## config.mk

```make
export PLATFORM = sky130hd
export DESIGN_NAME = endgame_fade_ctrl_flat
export DESIGN_NICKNAME = d
export VERILOG_FILES = /design/src/rtl/endgame_fade_ctrl_if.sv /design/src/rtl/endgame_fade_ctrl.sv /design/src/flat_wrapper.sv
export SDC_FILE = /design/constraint.sdc
export NUM_CORES = 1
export LEC_CHECK = 0
export ABC_AREA = 1
export CAP_MARGIN = 25
export CORE_MARGIN = 3
export CORE_UTILIZATION = 55
export CTS_CLUSTER_DIAMETER = 80
export CTS_CLUSTER_SIZE = 12
export DETAILED_ROUTE_END_ITERATION = 8
export PLACE_DENSITY = 0.91
export SETUP_SLACK_MARGIN = 0.4
export SLEW_MARGIN = 10
export SYNTH_ARGS = -nofsm -noshare
export SYNTH_HDL_FRONTEND = slang
export SYNTH_SLANG_ARGS = --single-unit
```

## constraint.sdc

```tcl
create_clock -name clk -period 6.7 [get_ports clk]
set_clock_uncertainty 0.2 [all_clocks]
set_input_delay 1.675 -clock clk [delete_from_list [all_inputs] [get_ports clk]]
set_output_delay 1.675 -clock clk [all_outputs]
set_load 0.03 [all_outputs]
```

## src/rtl/endgame_fade_ctrl_if.sv

```systemverilog
`default_nettype none
// ============================================================================
//  Module      : endgame_fade_ctrl_if
//  Description : Pixel/control bundle between the palette lookup, the fade
//                controller and the VGA output register.
//  Revision    : 1.0 - initial release
// ============================================================================
interface endgame_fade_ctrl_if;
    logic       frame_start;
    logic       trigger;
    logic [1:0] scene_req;
    logic       blank_in;
    logic [3:0] red_in;
    logic [3:0] green_in;
    logic [3:0] blue_in;
    logic [3:0] red;
    logic [3:0] green;
    logic [3:0] blue;
    logic [1:0] scene_sel;
    logic       busy;
    logic       done;

    modport master (
        output frame_start, trigger, scene_req, blank_in, red_in, green_in, blue_in,
        input  red, green, blue, scene_sel, busy, done
    );

    modport slave (
        input  frame_start, trigger, scene_req, blank_in, red_in, green_in, blue_in,
        output red, green, blue, scene_sel, busy, done
    );
endinterface
`default_nettype wire

```

## src/rtl/endgame_fade_ctrl.sv

```systemverilog
`default_nettype none
// ============================================================================
//  Module      : endgame_fade_ctrl
//  Description : Full-screen fade-out / black hold / fade-in sequencer that
//                scales palette RGB by a frame-stepped brightness level and
//                switches the scene select while the screen is black.
//  Revision    : 1.0 - initial release
// ============================================================================
module endgame_fade_ctrl #(
    parameter int STEP_FRAMES = 4,
    parameter int HOLD_FRAMES = 8
) (
    input  wire                 clk,
    input  wire                 reset_n,
    endgame_fade_ctrl_if.slave  bus
);

    localparam int c_MAX_FRAMES = (STEP_FRAMES > HOLD_FRAMES) ? STEP_FRAMES : HOLD_FRAMES;
    localparam int c_FCNT_W     = (c_MAX_FRAMES > 1) ? $clog2(c_MAX_FRAMES) : 1;

    localparam logic [c_FCNT_W-1:0] c_STEP_LAST = c_FCNT_W'(STEP_FRAMES - 1);
    localparam logic [c_FCNT_W-1:0] c_HOLD_LAST = c_FCNT_W'(HOLD_FRAMES - 1);

    localparam logic [1:0] c_S_IDLE     = 2'd0;
    localparam logic [1:0] c_S_FADE_OUT = 2'd1;
    localparam logic [1:0] c_S_HOLD     = 2'd2;
    localparam logic [1:0] c_S_FADE_IN  = 2'd3;

    logic [1:0]          r_state;
    logic [1:0]          w_state_nxt;
    logic [3:0]          r_level;
    logic [c_FCNT_W-1:0] r_fcnt;
    logic [1:0]          r_scene_lat;
    logic [1:0]          r_scene_sel;
    logic                r_done;
    logic [3:0]          r_red;
    logic [3:0]          r_green;
    logic [3:0]          r_blue;
    logic                w_busy;
    logic                w_finish;
    logic                w_step_last;
    logic                w_hold_last;

    // Brightness scale: upper nibble of c * (level + 1); level 15 is identity.
    function automatic logic [3:0] f_scale(input logic [3:0] c, input logic [3:0] lvl);
        logic [7:0] prod;
        prod = {4'd0, c} * ({4'd0, lvl} + 8'd1);
        return prod[7:4];
    endfunction

    assign w_step_last = (r_fcnt == c_STEP_LAST);
    assign w_hold_last = (r_fcnt == c_HOLD_LAST);

    // State register.
    always_ff @(posedge clk or negedge reset_n) begin
        if (!reset_n) begin
            r_state <= c_S_IDLE;
        end else begin
            r_state <= w_state_nxt;
        end
    end

    // Next-state decode; every move except the trigger happens on a frame_start.
    always_comb begin
        w_state_nxt = r_state;
        case (r_state)
            c_S_IDLE: begin
                if (bus.trigger) w_state_nxt = c_S_FADE_OUT;
            end
            c_S_FADE_OUT: begin
                if (bus.frame_start && w_step_last && (r_level == 4'd1)) w_state_nxt = c_S_HOLD;
            end
            c_S_HOLD: begin
                if (bus.frame_start && w_hold_last) w_state_nxt = c_S_FADE_IN;
            end
            default: begin
                if (bus.frame_start && w_step_last && (r_level == 4'd14)) w_state_nxt = c_S_IDLE;
            end
        endcase
    end

    // State-derived outputs: busy and the end-of-transition strobe.
    always_comb begin
        w_busy   = (r_state != c_S_IDLE);
        w_finish = (r_state == c_S_FADE_IN) && (w_state_nxt == c_S_IDLE);
    end

    // Frame counter, brightness level, scene latch/select and done pulse.
    always_ff @(posedge clk or negedge reset_n) begin
        if (!reset_n) begin
            r_level     <= 4'd15;
            r_fcnt      <= '0;
            r_scene_lat <= 2'd0;
            r_scene_sel <= 2'd0;
            r_done      <= 1'b0;
        end else begin
            r_done <= w_finish;
            case (r_state)
                c_S_IDLE: begin
                    r_level <= 4'd15;
                    if (bus.trigger) begin
                        r_scene_lat <= bus.scene_req;
                        r_fcnt      <= '0;
                    end
                end
                c_S_FADE_OUT: begin
                    if (bus.frame_start) begin
                        if (w_step_last) begin
                            r_fcnt  <= '0;
                            r_level <= r_level - 4'd1;
                            // Screen is black from this frame on: safe to swap scenes.
                            if (r_level == 4'd1) r_scene_sel <= r_scene_lat;
                        end else begin
                            r_fcnt <= r_fcnt + 1'b1;
                        end
                    end
                end
                c_S_HOLD: begin
                    if (bus.frame_start) begin
                        if (w_hold_last) r_fcnt <= '0;
                        else             r_fcnt <= r_fcnt + 1'b1;
                    end
                end
                default: begin
                    if (bus.frame_start) begin
                        if (w_step_last) begin
                            r_fcnt  <= '0;
                            r_level <= r_level + 4'd1;
                        end else begin
                            r_fcnt <= r_fcnt + 1'b1;
                        end
                    end
                end
            endcase
        end
    end

    // Registered colour path, forced black outside the visible area.
    always_ff @(posedge clk or negedge reset_n) begin
        if (!reset_n) begin
            r_red   <= 4'd0;
            r_green <= 4'd0;
            r_blue  <= 4'd0;
        end else if (bus.blank_in) begin
            r_red   <= 4'd0;
            r_green <= 4'd0;
            r_blue  <= 4'd0;
        end else begin
            r_red   <= f_scale(bus.red_in,   r_level);
            r_green <= f_scale(bus.green_in, r_level);
            r_blue  <= f_scale(bus.blue_in,  r_level);
        end
    end

    assign bus.red       = r_red;
    assign bus.green     = r_green;
    assign bus.blue      = r_blue;
    assign bus.scene_sel = r_scene_sel;
    assign bus.busy      = w_busy;
    assign bus.done      = r_done;

endmodule
`default_nettype wire

```

## src/flat_wrapper.sv

```systemverilog
// flat-port wrapper written by rule: the top's interface ports become plain ports
module endgame_fade_ctrl_flat 
#(
    parameter int STEP_FRAMES = 4,
    parameter int HOLD_FRAMES = 8
)
  (clk, reset_n, bus_frame_start, bus_trigger, bus_scene_req, bus_blank_in, bus_red_in, bus_green_in, bus_blue_in, bus_red, bus_green, bus_blue, bus_scene_sel, bus_busy, bus_done);
  endgame_fade_ctrl_if bus_i ();
  input  wire clk;
  input  wire reset_n;
  input wire logic [$bits(bus_i.frame_start)-1:0] bus_frame_start;
  input wire logic [$bits(bus_i.trigger)-1:0] bus_trigger;
  input wire logic [$bits(bus_i.scene_req)-1:0] bus_scene_req;
  input wire logic [$bits(bus_i.blank_in)-1:0] bus_blank_in;
  input wire logic [$bits(bus_i.red_in)-1:0] bus_red_in;
  input wire logic [$bits(bus_i.green_in)-1:0] bus_green_in;
  input wire logic [$bits(bus_i.blue_in)-1:0] bus_blue_in;
  output wire logic [$bits(bus_i.red)-1:0] bus_red;
  output wire logic [$bits(bus_i.green)-1:0] bus_green;
  output wire logic [$bits(bus_i.blue)-1:0] bus_blue;
  output wire logic [$bits(bus_i.scene_sel)-1:0] bus_scene_sel;
  output wire logic [$bits(bus_i.busy)-1:0] bus_busy;
  output wire logic [$bits(bus_i.done)-1:0] bus_done;
  assign bus_i.frame_start = bus_frame_start;
  assign bus_i.trigger = bus_trigger;
  assign bus_i.scene_req = bus_scene_req;
  assign bus_i.blank_in = bus_blank_in;
  assign bus_i.red_in = bus_red_in;
  assign bus_i.green_in = bus_green_in;
  assign bus_i.blue_in = bus_blue_in;
  assign bus_red = bus_i.red;
  assign bus_green = bus_i.green;
  assign bus_blue = bus_i.blue;
  assign bus_scene_sel = bus_i.scene_sel;
  assign bus_busy = bus_i.busy;
  assign bus_done = bus_i.done;
  endgame_fade_ctrl #(.STEP_FRAMES(STEP_FRAMES), .HOLD_FRAMES(HOLD_FRAMES)) u_core (.clk(clk), .reset_n(reset_n), .bus(bus_i));
endmodule
```

[After elaboration in Yosys (flattened, before gate mapping)]
Index checks and enable logic that the tools add are counted.
Cells by class
  bitwise logic cells: 1
  multiply operators: 3
  reduce and logical (&&, ||, !) cells: 14
  muxes and demuxes: 19
  $add $sub $neg: 4
  equality and inequality tests: 11
Operator list (number)
  two-way mux 4 bit: 7
  multiplier 4 x 8 -> 8 bit: 3
  two-way mux 3 bit: 5
  case mux 4 bit (3 select lines): 1
  two-way mux 2 bit: 4
  inequality test 2 bit (second input constant): 3
  case mux 2 bit (3 select lines): 1
  case mux 3 bit (2 select lines): 1
  nonzero test 2 bit: 3
  adder 4 x 1 -> 5 bit (second input constant): 1
  logical AND 1 bit: 5
  AND reduction 5 bit: 1
  adder 4 x 1 -> 4 bit (second input constant): 1
  equality test 2 bit (second input constant): 2
  equality test 4 x 1 -> 1 bit (second input constant): 1
  equality test 4 bit (second input constant): 1
  zero test 2 bit: 2
  AND reduction 4 bit: 1
  subtractor 4 x 1 -> 4 bit (second input constant): 1
  adder 3 x 1 -> 3 bit (second input constant): 1
  equality test 3 x 2 -> 1 bit (second input constant): 1
  equality test 3 bit (second input constant): 1
  AND reduction 3 bit: 1
  equality test 2 x 1 -> 1 bit (second input constant): 1
  3 further kinds: 3
Word-level totals
  logic and storage cells: 61
  flip-flop bits (word level): 26
  bits of input ports: 19
  output and inout bits: 16

[Logic depth before layout (Yosys ltp)]
Gate-level depths: netlist (run 1).
  depth in word-level cells: 7
  depth in mapped cells: 19
  depth with buffers taken out: 18

[Worst setup path after synthesis (run 1)]
No wires, ideal clock.
  kind: input -> register
  start: input port bus_blue_in[2]
  end: register u_core.r_blue[3] (netlist: u_core.bus.blue[3])
  stages: 13
  required time: 6.383 ns
  data arrival time: 3.760 ns
  library setup time: 0.117 ns
  setup slack: 2.623 ns
  buffers on the path: 0
  cells stage by stage: inv_1 nor2_1 fa_1 inv_1 fa_1 inv_1 ha_1 a21oi_1 or2_2 nand3_1 nand2_1 nand2_1 nor2_1
On the way
  cells in the longest elaborated chain, start to end: 2
Ends and longest elaborated chain
  start: declaration: RTL line flat_wrapper.sv:17  | input wire logic [$bits(bus_i.blue_in)-1:0] bus_blue_in;
  multiplier 4 x 8 -> 8 bit: RTL line endgame_fade_ctrl.sv:47  | prod = {4'd0, c} * ({4'd0, lvl} + 8'd1);
  two-way mux 4 bit: RTL line endgame_fade_ctrl.sv:144  | end else if (bus.blank_in) begin
  end signal: assignment: RTL line endgame_fade_ctrl.sv:151  | r_blue <= f_scale(bus.blue_in, r_level);
  end: declaration: RTL line endgame_fade_ctrl.sv:38  | logic [3:0] r_blue;
No other way between the ends.
A chain may end at the register's enable or synchronous reset.

[Worst setup path in the final report (run 1)]
Ends and elaborated chain as after synthesis.

==> results of run 1 <==
==> flip-flops by register name (all words and copies together) (netlist names) <==
signal                count
u_core.r_fcnt             3
u_core.r_state            2
u_core.bus.done           1
u_core.bus.red            4
u_core.r_scene_lat        2
u_core.bus.scene_sel      2
u_core.r_level            4
u_core.bus.green          4
u_core.bus.blue           4
==> metrics by stage <==
step,setup WS [ns],instance area [sq um],util (%),power [uW]
final,2.28,3120,69.2,1690
after global routing,2.10,3120,69.2,1920
after CTS,2.28,3120,69.2,1700
after detailed placement,1.98,3050,67.6,1560
after global placement,2.06,3050,67.6,1500
after floorplan,2.62,2660,-,1270
==> worst max-delay path: stages <==
cell,delay (ns)
clkdlybuf4s50_1,0.46
inv_1,0.13
nor2_1,0.07
fa_1,0.50
inv_1,0.05
fa_1,0.53
inv_1,0.04
ha_1,0.32
a21oi_1,0.09
or2_2,0.27
nand3_1,0.09
nand2_1,0.06
nand2_1,0.06
nor2_1,0.05
==> cell usage in the layout, fill, tap and decap left out, drive strengths merged <==
cell type	n
a21oi	15
a22oi	1
and2	1
buf	1
bufinv	1
clkbuf	3
clkdlybuf4s50	34
clkinv	1
dfrtp	22
dfstp	4
fa	15
ha	35
inv	67
mux2	1
nand2	89
nand3	21
nand4	6
nor2	53
nor3	3
o2111ai	1
o21ai	10
o21bai	2
o22ai	1
or2	1
xnor2	6
xor2	1
==> kinds of logic (layout without fill, tap and decap cells) <==
family                     Yosys count  count (layout)  share of synthesized area [%]
and+or+nand+nor                    174             174                           27.9
muxes                                1               1                          0.424
AOI/OAI and AO/OA                   30              30                           6.12
DFF                                 26              26                           24.7
adders and majority gates           50              50                           27.8
xor gates and xnor gates             7               7                           2.59
buffers and inverters               71             107                           10.5
==> worst paths after layout <==
path                                       to  slack [ns]               from
setup / recovery           u_core.bus.blue[3]        2.28     bus_blue_in[2]
hold / removal               u_core.r_fcnt[0]        0.28   u_core.r_fcnt[0]
setup reg to reg           u_core.bus.blue[3]        2.62  u_core.r_level[0]
hold reg to reg              u_core.r_fcnt[0]        0.28   u_core.r_fcnt[0]
max in group asynchronous   u_core.r_level[1]        4.44            reset_n
min in group asynchronous   u_core.bus.red[2]        1.54            reset_n
==> routing by layer <==
layer / up-vias / share of wire, % / track usage [%]
met4: 0 / 3.6 / 10.1
met2: 69 / 50 / 39.0
li1: 1192 / - / -
met5: - / 0 / 0
met3: 21 / 5.0 / 2.77
met1: 1107 / 42 / 28.5
==> power groups by stage <==
stage / registers (uW) / clock network [uW] / logic (uW)
CTS: 281 / 138 / 1280
global route: 290 / 142 / 1490
detailed placement: 282 / 0 / 1270
global placement: 281 / 0 / 1220
floorplan: 313 / 0 / 953
finish: 283 / 137 / 1270
==> layout make-up <==
class / count / share of cell area (%)
clock buffers: 3 / 1.32
clock inverters: 1 / 0.963
inverters: 68 / 8.19
multi-input cells: 262 / 55.3
flip-flops and latches: 26 / 21.0
well taps: 52 / 2.09
repair buffers: 35 / 11.2
==> flow_metrics.env, run 1 <==
export IMPL_run_status="complete, no violations"
export IMPL_grt_pass1_vias=2395
export IMPL_nFillCells=371
export IMPL_die_w_um=75.5
export IMPL_synth_area_sq_um=2660
export IMPL_regArea_sq_um=656
export IMPL_hold_buffers=0
export IMPL_grt_max_degree=27
export IMPL_synth_common_cells="nand2_1, inv_1, nor2_1"
export IMPL_drc=0
export IMPL_clock_sinks=26
export IMPL_path_class="input pin to register"
export IMPL_globalplace_congestion=0.931
export IMPL_rsz0062_at_grt="no"
export IMPL_drt_total_wl_um=5690
export IMPL_vias=2389
export IMPL_worstPathMaxFanout=4
export IMPL_post_route_period_util_pct=65.9
export IMPL_grt_usage_pct=22.7
export IMPL_reg2regPathDepth=15
export IMPL_combPwrFrac_pct=75.3
export IMPL_cts_resized=0
export IMPL_final_cells=447
export IMPL_cts_tree="yes"
export IMPL_yosys_area_top_type="dfrtp_1"
export IMPL_dpl_hpwl_um=4510
export IMPL_pwr_share_seq_pct=16.7
export IMPL_hold_path_class="register to register"
export IMPL_syn_num_nets=428
export IMPL_multi_input_area_sq_um=1720
export IMPL_start_util_pct=59.0
export IMPL_core_area_sq_um=4500
export IMPL_post_cts_setup_buffer_count=0
export IMPL_netlist_instances=359
export IMPL_dr_pass1_iters=4
export IMPL_drive_gt1_share_pct=6.84
export IMPL_clk_latency_ns=0.28
export IMPL_synth_flop_cell="dfrtp_1"
export IMPL_diodes=0
export IMPL_ys_ff_latch=26
export IMPL_drtIter0Drc=121
export IMPL_fin_tns_setup_ns=0
export IMPL_timing_hold_violations_final=0
export IMPL_worst_pin_slew_ns=0.477
export IMPL_intPower_uw=793
export IMPL_grt_antenna_before_repair=0
export IMPL_synth_cell_types=29
export IMPL_p_sw_uw=901
export IMPL_postRouteAntennaNets=0
export IMPL_htree_levels=1
export IMPL_viasPerCell=5.34
export IMPL_switching_share_pct=53.2
export IMPL_area_growth_pct=17.4
export IMPL_ioPinCount=35
export IMPL_fp_row_count=24
export IMPL_postSynthAreaPerCell_sq_um=7.40
export IMPL_drv_slew=0
export IMPL_setup_viol=0
export IMPL_whs_path_depth=1
export IMPL_synth_edf_count=0
export IMPL_yosys_warnings=0
export IMPL_final_min_clock_period_ns=4.42
export IMPL_avgRoutedWirePerCell_um=12.7
export IMPL_slew_headroom_pct=68.2
export IMPL_whs_ns=0.284
export IMPL_io_buffers=34
export IMPL_powerDensity_nw_per_um2=543
export IMPL_die_h_um=75.5
export IMPL_cp_required_ns=6.69
export IMPL_worstPathArrival_ns=4.41
export IMPL_synth_area_leaders="dfrtp_1, ha_1, nand2_1, fa_1, inv_1"
export IMPL_grt_overflow=0
export IMPL_dp_cells=443
export IMPL_clockPowerShare_pct=8.1
export IMPL_synth_most_common_cell="nand2_1"
export IMPL_drv_cap=0
export IMPL_synthArstFlopShare_pct=100
export IMPL_endpoint_kind="register"
export IMPL_cts_buffers=3
export IMPL_grt_pass1_wl_um=10100
export IMPL_fmax_mhz=226
export IMPL_clk_pin_slew_worst_paths_ns=0.10
export IMPL_cts_buffer_depth=2
export IMPL_root_buffer="clkbuf_8"
export IMPL_die_area_sq_um=5700
export IMPL_synth_top_area_share_pct=20.7
export IMPL_irDropWorstVdd_mv=0.301
export IMPL_ys_seq_area_share_pct=24.7
export IMPL_fin_nets=465
export IMPL_leakage_uw=0.00171
export IMPL_cp_start_kind="input pin"
(Power assumes the default switching activity.)
==> inputs of run 2 (changes only) <==
==> constraint.sdc (replaced) <==
create_clock -name clk -period 4.1 [get_ports clk]
set_clock_uncertainty 0.2 [all_clocks]
set_input_delay 1.025 -clock clk [delete_from_list [all_inputs] [get_ports clk]]
set_output_delay 1.025 -clock clk [all_outputs]
set_load 0.03 [all_outputs]
==> flow_metrics.env, run 2 (synthesized netlist as in run 1, its figures left out) <==
export IMPL_grt_antenna_before_repair=0
export IMPL_cp_required_ns=4.10
export IMPL_fin_tns_setup_ns=0
export IMPL_rsz0062_at_grt="no"
export IMPL_final_min_clock_period_ns=3.60
export IMPL_globalplace_congestion=0.940
export IMPL_timing_hold_violations_final=0
export IMPL_worstPathArrival_ns=3.60
export IMPL_layout_common_cells="nand2_1, inv_1, nor2_1"
export IMPL_cp_start_kind="register"
export IMPL_postRouteAntennaNets=0
export IMPL_power_total_uw=3080
export IMPL_drc=0
export IMPL_r2r_end="u_core.bus.blue[3]"
export IMPL_ioPinCount=35
export IMPL_grt_overflow=0
export IMPL_drv_cap=0
export IMPL_whs_path_depth=1
export IMPL_start_util_pct=59.0
export IMPL_grt_pass1_wl_um=10300
export IMPL_finalCoreUtilization_pct=73.2
export IMPL_rrSetupSlack_ns=0.50
export IMPL_die_w_um=75.5
export IMPL_hold_end="u_core.r_fcnt[0]"
export IMPL_slew_headroom_pct=77.4
export IMPL_drv_slew=0
export IMPL_reg2regPathDepth=18
export IMPL_drt_total_wl_um=6430
export IMPL_clock_sinks=26
export IMPL_r2r_start="u_core.r_level[1]"
export IMPL_stdcell_area_sq_um=3300
export IMPL_fin_nets=478
export IMPL_viasPerCell=5.46
export IMPL_dpl_hpwl_um=4520
export IMPL_cts_buffers=3
export IMPL_htree_levels=1
export IMPL_clk_latency_ns=0.29
export IMPL_worst_pin_slew_ns=0.337
export IMPL_hold_path_class="register to register"
export IMPL_core_area_sq_um=4500
export IMPL_area_growth_pct=24.1
export IMPL_leakage_uw=0.00184
export IMPL_grt_pass1_vias=2299
export IMPL_die_h_um=75.5
export IMPL_avgRoutedWirePerCell_um=14.0
export IMPL_final_common_cell="nand2_1"
export IMPL_irDropWorstVdd_mv=0.639
export IMPL_path_class="register to register"
export IMPL_drive_gt1_share_pct=12.0
export IMPL_powerDensity_nw_per_um2=935
export IMPL_io_buffers=34
export IMPL_min_delay_start="u_core.r_fcnt[0]"
export IMPL_die_area_sq_um=5700
export IMPL_cts_tree="yes"
export IMPL_placed_cell_area_sq_um=3060
export IMPL_worstPathMaxFanout=9
export IMPL_whs_ns=0.285
export IMPL_diodes=0
export IMPL_vias=2511
export IMPL_post_route_period_util_pct=87.9
export IMPL_run_status="complete, no violations"
export IMPL_setup_viol=0
export IMPL_fmax_mhz=278
export IMPL_endpoint_kind="register"
export IMPL_grt_max_degree=27
export IMPL_fp_row_count=24
export IMPL_root_buffer="clkbuf_8"
export IMPL_cts_buffer_depth=2
export IMPL_grt_usage_pct=23.3
export IMPL_drtIter0Drc=259
export IMPL_dr_pass1_iters=6
export IMPL_clk_pin_slew_worst_paths_ns=0.11
run 2: timing repair:
item | in CTS | in global routing
setup buffers | 0 | 11
hold buffers | 0 | 0
resized for setup | 8 | 18
pin swaps | 0 | 2
setup endpoints to repair | 9 | 9
run 2: area by class of cell:
class | instances | area (sq um)
Clock buffer | 3 | 41.3
Fill cell | 314 | 1210
Tap cell | 52 | 65.1
Inverter | 68 | 263
Clock inverter | 1 | 30.0
Multi-Input combinational cell | 262 | 1780
Sequential cell | 26 | 656
Timing Repair Buffer | 48 | 464
run 2: power breakdown:
group	switching (uW)	leakage [uW]	internal [uW]	total (uW)
logic	1440	0.00148	962	2400
clock network	96.8	0.0000357	131	228
registers	78.9	0.000327	371	450
total	1620	0.00184	1460	3080
run 2: worst max path at each step:
stage	slack [ns]	depth (start not counted)	startpoint	end
floorplan	0.43	17	u_core.r_level[0]	u_core.bus.blue[3]
global placement	0.11	14	bus_blue_in[2]	u_core.bus.blue[3]
detailed placement	0.006	14	bus_blue_in[2]	u_core.bus.blue[3]
CTS	0.38	15	bus_red_in[3]	u_core.bus.red[3]
global route	0.35	20	u_core.r_level[1]	u_core.bus.blue[2]
finish	0.50	18	u_core.r_level[1]	u_core.bus.blue[3]
run 2: per-layer routing:
layer | vias up | routed length (um) | GRT usage [%]
li1 | 1220 | - | -
met1 | 1158 | 2630 | 29.6
met2 | 108 | 3170 | 40.5
met3 | 25 | 394 | 2.37
met4 | 0 | 232 | 9.32
met5 | - | 0 | 0
run 2: critical path: stages (launching register included):
cell	delay (ns)
dfstp_2	0.42
buf_4	0.14
buf_4	0.13
nand3_1	0.11
nand2_1	0.08
and2_4	0.20
inv_6	0.10
nor2_1	0.06
fa_1	0.47
inv_1	0.05
fa_1	0.55
inv_1	0.05
ha_1	0.33
a21oi_1	0.09
or2_2	0.27
nand3_1	0.08
nand2_1	0.06
nand2_1	0.06
nor2_1	0.05
run 2: per-stage QoR:
step	cells	setup slack, ns
2_1_floorplan	359	0.429
3_3_place_gp	445	0.108
3_5_place_dp	445	0.00565
4_1_cts	449	0.375
5_1_grt	460	0.348
6_report	460	0.497
